**src/rtl/pwm_gen.sv**
```systemverilog
// Single-channel free-running PWM: counter 0..period-1, registered compare against duty.
// Optional PWM_SHADOW_EN: duty/period latched at period wrap (and first clk after reset).
module pwm_gen #(
    parameter int WIDTH = 32
) (
    input  logic             clk,
    input  logic             rst,
    input  logic [WIDTH-1:0] duty_cycle,
    input  logic [WIDTH-1:0] period,
    output logic             pwm_out,
    output logic             period_end
);

    logic [WIDTH-1:0] cnt;
    logic [WIDTH-1:0] duty_eff;
    logic [WIDTH-1:0] period_eff;
    logic             period_zero;
    logic             wrap;

`ifdef PWM_SHADOW_EN
    logic [WIDTH-1:0] duty_q;
    logic [WIDTH-1:0] period_q;
    logic             first_q;
    logic             load;

    // On the first clk after reset the live inputs are used directly so the
    // first period is not lost to an all-zero shadow.
    assign duty_eff   = first_q ? duty_cycle : duty_q;
    assign period_eff = first_q ? period     : period_q;
    // A zero period never wraps, so keep reloading until a real period arrives.
    assign load       = first_q || wrap || period_zero;

    always_ff @(posedge clk or posedge rst) begin
        if (rst) begin
            duty_q   <= '0;
            period_q <= '0;
            first_q  <= 1'b1;
        end else begin
            first_q <= 1'b0;
            if (load) begin
                duty_q   <= duty_cycle;
                period_q <= period;
            end
        end
    end
`else
    assign duty_eff   = duty_cycle;
    assign period_eff = period;
`endif

    assign period_zero = (period_eff == '0);
    // ">=" rather than "==" so a period shrunk below cnt wraps immediately.
    assign wrap        = !period_zero && (cnt >= period_eff - WIDTH'(1));

    always_ff @(posedge clk or posedge rst) begin
        if (rst) begin
            cnt        <= '0;
            pwm_out    <= 1'b0;
            period_end <= 1'b0;
        end else begin
            cnt        <= (period_zero || wrap) ? '0 : cnt + WIDTH'(1);
            pwm_out    <= !period_zero && ((duty_eff >= period_eff) || (cnt < duty_eff));
            period_end <= wrap;
        end
    end

endmodule

```
**config.mk**
```make
export PLATFORM = sky130hd
export DESIGN_NAME = pwm_gen
export DESIGN_NICKNAME = d
export VERILOG_FILES = /design/src/rtl/pwm_gen.sv
export SDC_FILE = /design/constraint.sdc
export NUM_CORES = 1
export LEC_CHECK = 0
export ABC_AREA = 1
export CAP_MARGIN = 30
export CORE_ASPECT_RATIO = 0.6
export CORE_UTILIZATION = 40
export CTS_BUF_LIST = sky130_fd_sc_hd__clkbuf_4 sky130_fd_sc_hd__clkbuf_8
export DETAILED_ROUTE_END_ITERATION = 16
export HOLD_SLACK_MARGIN = 0.08
export PLACE_DENSITY = 0.63
export SYNTH_ARGS = -nofsm -noshare
export SYNTH_HDL_FRONTEND = slang
export SYNTH_SLANG_ARGS = --single-unit
```
**constraint.sdc**
```tcl
create_clock -name clk -period 2.45 [get_ports clk]
set_clock_uncertainty 0.15 [all_clocks]
set_input_delay 0.6125 -clock clk [delete_from_list [all_inputs] [get_ports clk]]
set_output_delay 0.6125 -clock clk [all_outputs]
set_load 0.1 [all_outputs]
```
== Word-level counts from Yosys, hierarchy flattened ==
Index checks and enable logic that the tools add are counted.

* Input port bits: 66
* Bits in latches: 0
* Logic and storage cells: 15
* Register bits: 34
* Memory bits (read-only): 0
* Bits in writable memories: 0
* Memories: 0
* Output and inout port bits: 2

* Divide/modulo/power cells: 0
* Bitwise logic cells: 0
* Equal/unequal tests: 0
* Order comparisons: 3
* Mux-type cells: 1
* Multiply operators: 0
* Add/sub/neg operators: 2
* Reduce and logical (&&, ||, !) cells: 6
* Shifts and indexed selects: 0

{| class="wikitable"
|+ Operators with widths
! kind !! count
|-
| $ge A32 B32 Y1 || 2
|-
| $add A32 B1 Y32 const B || 1
|-
| $logic_not A32 Y1 || 1
|-
| $lt A32 B32 Y1 || 1
|-
| $mux W32 || 1
|-
| $sub A32 B1 Y32 const B || 1
|-
| $logic_and A1 B1 Y1 || 2
|-
| $logic_or A1 B1 Y1 || 2
|-
| $logic_not A1 Y1 || 1
|}

== Depth between registers and ports, before layout ==
* Depth in word-level cells: 5
* Mapped depth: 21
* Depth with buffers taken out: 20

== Least setup slack after synthesis ==
No wires, ideal clock.

* Path kind: input -> register
* Start: input period[0]
* End: register cnt[26]
* Path buffers: 1
* Setup slack: -723 ps
* Arrival: 2,951 ps
* Setup time: 72 ps
* Cell stages on the path: 21
* Data required time: 2,228 ps
* Path through: inv_1 > ha_1 > nand2_2 > nor2_4 > nand2_2 > nor2_4 > nand2_2 > nor2_4 > nand2_2 > nor2_2 > xor2_1 > inv_1 > ha_1 > nand2_1 > o21ai_0 > nand2_1 > o211ai_1 > a21oi_1 > nand3_2 > buf_4 > nor2_1

* Cells in the longest elaborated chain, start to end: 5
* Elaborated cells between the ends (all ways): 7
* Classes of those cells: add/sub (1); order compare (1); mux (1); reduce/logical (4)

{| class="wikitable"
|+ Ends and longest elaborated chain
! item !! RTL line !! text
|-
| start: declaration || 9 || <nowiki>input logic [WIDTH-1:0] period,</nowiki>
|-
| $sub A32 B1 Y32 or $logic_not A32 Y1 (tied branches) || 53, 51 ||
|-
| $ge A32 B32 Y1 or $logic_not A1 Y1 (tied branches) || 53 || <nowiki>assign wrap = !period_zero && (cnt >= period_eff - WIDTH'(1));</nowiki>
|-
| $logic_and A1 B1 Y1 || 53 ||
|-
| $logic_or A1 B1 Y1 * || 61 || <nowiki>cnt <= (period_zero || wrap) ? '0 : cnt + WIDTH'(1);</nowiki>
|-
| $mux W32 * || 61 ||
|-
| end signal: assignment || 61 ||
|-
| end: declaration || 14 || <nowiki>logic [WIDTH-1:0] cnt;</nowiki>
|}

Every way passes the cells marked *; elsewhere a longest branch is shown, timed or not.

== Worst setup path after layout ==
* Start: input period[11]
* End: register cnt[28]

The elaborated chain is that of the path after synthesis.

==> results.ini <==
[run_status]
status = finished with violations
violations = setup timing

[power]
clock_power_share = 0.263
internal-power_mw = 1.07
total_leakage_power_nw = 3.71
irDropWorstVdd_uv = 334
comb_power_share = 0.377
p_seq_frac = 0.361
swShare = 0.311
p_sw_uw = 484
power.density_mw_per_mm2 = 214

[yosys]
yosys-top-cells-area = ha_1 (25%), dfrtp_1 (17%), inv_1 (9.2%)
yosysSeqAreaShare = 0.173
yosys.area.top_type = ha_1
synth_edf_count = 0
synth_nets = 865
ys_ff_latch = 34
ys.flop_type = dfrtp_1
synthArstFlopShare = 1.00
yosysUniqueCellTypes = 31
synth_area_mm2 = 0.00492
yosysWarnings = 0
synthTopCellsByCount = inv_1 (121), nand2_1 (121), ha_1 (98), nor2_1 (96), xor2_1 (51)
synthCells = 701
post_synth.cell_area_avg_um2 = 7.03
synth_top_area_frac = 0.249

[placed_design]
place_area_mm2 = 0.00652
place_ws_ns = -1.44
hpwl_um = 13600
io_buffers = 67
place_congestion = 0.939
place_inst = 1020

[clocking]
cts_sinks = 34
cts_tree = yes
htree_levels = 2
path_clk_slew_ns = 0.07
clock-root-buffer = clkbuf_8
cts_buffers = 5
clock_latency_ns = 0.29
cts_buffer_depth = 2
hold_buffers = 0

[timing]
finalHoldViolCount = 0
max_slew_margin = 0.680
fin_crit_sh = 1.34
rsz0062_at_grt = yes
period_needed_ns = 3.29
tightest_slew_ns = 0.477
maxSlewViolCount = 0
finalSetupViolations = 33
max_freq_ghz = 0.304
layout_setup_ws_ns = -0.838
hold_ws_ns = 0.333

[floorplanning]
dieArea_mm2 = 0.0128
fp-row-count = 30
core_mm2 = 0.0116
die_w_um = 145
start_util = 0.423
die-height_um = 88.0
io_pins = 68

[layout]
area_growth_syn_to_layout_pct = 48.1
drive_gt1_frac = 0.287
fin_area_mm2 = 0.00729
stdcell_count = 1057
num-nets-final = 1061
fin_util = 0.627
diodes = 0

[min_path]
hold_path.class = flip-flop to flip-flop

[route]
wl_met1_um = 8580
antenna_left = 0
drc = 0
routedWlPerCell_um = 16.3
dr_wl_met3_um = 1320
dr.pass1.iters = 7
top_layer = met4
drtIter0Drc = 456
wirelength_um = 17200
dr_wl_met2_um = 7210
vias = 5453
via_per_inst = 5.16

[setup_path]
worstSetupStartpointType = input pin
cp.required_ns = 2.53
path_class = input pin to flip-flop
end_kind = flip-flop
worstPathMaxFanout = 8
arrival_ns = 3.36

[grt]
grt_pass1_wl_um = 26700
antenna_found_initial = 0
grt_pass1_vias = 5328
grt_overflow = 0
grt_start_max_net_pins = 35
grt_usage = 0.269

[run]
drv_cap = 0

worst max-delay path: stages:
cell           delay [ns]
dlygate4sd2_1        0.25
inv_2                0.07
nand4_1              0.14
nor2_2               0.17
buf_4                0.14
nand3_4              0.08
nor2_4               0.15
buf_4                0.14
xor2_2               0.16
ha_1                 0.27
a21oi_1              0.14
o21ai_1              0.09
nand2_1              0.08
o211ai_1             0.12
a21oi_2              0.22
nand3_4              0.12
buf_12               0.16
buf_16               0.15
nor2_2               0.10
cell type report:
class,count,area [µm²]
Clock buffer,7,83.8
Tap cell,160,200
Multi-Input combinational cell,539,4010
Sequential cell,34,851
Inverter,125,473
Timing Repair Buffer,192,1680
Fill cell,999,4340
stage by stage:
stage / total power [mW] / TNS [ns]
after global routing: 1.65 / -31.57
after detailed placement: 1.10 / -47.20
final: 1.56 / -25.98
after floorplan: 0.803 / -18.42
after CTS: 1.54 / -22.95
after global placement: 1.08 / -43.17
power groups by stage:
stage	Sequential, mW	Clock (mW)	Combinational (mW)
after CTS	0.562	0.415	0.566
after detailed placement	0.572	0	0.525
after floorplan	0.572	0	0.231
after global routing	0.561	0.443	0.650
final	0.562	0.409	0.587
after global placement	0.572	0	0.504
routing by layer:
layer / global-route usage / up-vias
met2: 0.417 / 185
met3: 0.0484 / 17
met4: 0.0383 / 0
met1: 0.395 / 2574
li1: - / 2677
met5: 0 / -
flip-flops by register name, indices dropped and copies added (netlist names):
register and cells:
cnt 32, period_end 1, pwm_out 1
cells in the final DEF, fill, tap and decap left out, drive strengths merged, types with 11 or more instances in the layout:
master,Yosys,routed
nor2,109,109
dfrtp,34,34
ha,98,98
nand4,25,25
a21oi,49,49
nand3,19,19
o21ai,14,14
xor2,51,51
clkdlybuf4s50,0,41
nor3,21,21
inv,125,124
nand2,127,127
dlygate4sd2,0,11
buf,3,130
worst paths after layout:
kind / startpoint / end / slack [ns] / cells after the start
setup / recovery: period[11] / cnt[28]$_DFF_PP0_ / -0.84 / 19
hold / removal: cnt[0]$_DFF_PP0_ / cnt[0]$_DFF_PP0_ / 0.33 / 1
setup reg to reg: cnt[5]$_DFF_PP0_ / cnt[28]$_DFF_PP0_ / 0.18 / 12
hold reg to reg: cnt[0]$_DFF_PP0_ / cnt[0]$_DFF_PP0_ / 0.33 / 1
max in group asynchronous: rst / cnt[20]$_DFF_PP0_ / 1.27 / 3
min in group asynchronous: rst / cnt[7]$_DFF_PP0_ / 0.57 / 3
cells by family (layout without fill, tap and decap cells):
family	after synthesis	after routing	share of synthesized area
AOI/OAI and AO/OA	69	69	0.0729
adders and majority gates	98	98	0.249
DFF	34	34	0.173
xor gates and xnor gates	58	58	0.103
buffers and inverters	128	324	0.0998
and+or+nand+nor	314	314	0.302
timing repair:
action	in CTS	in global routing
gates resized for setup	115	56
gates cloned	2	1
endpoints found under the setup margin	34	34
pin swaps	38	28
hold endpoints to repair	0	0
buffers inserted	26	4
Note: power is estimated with default switching activity, not from simulation.
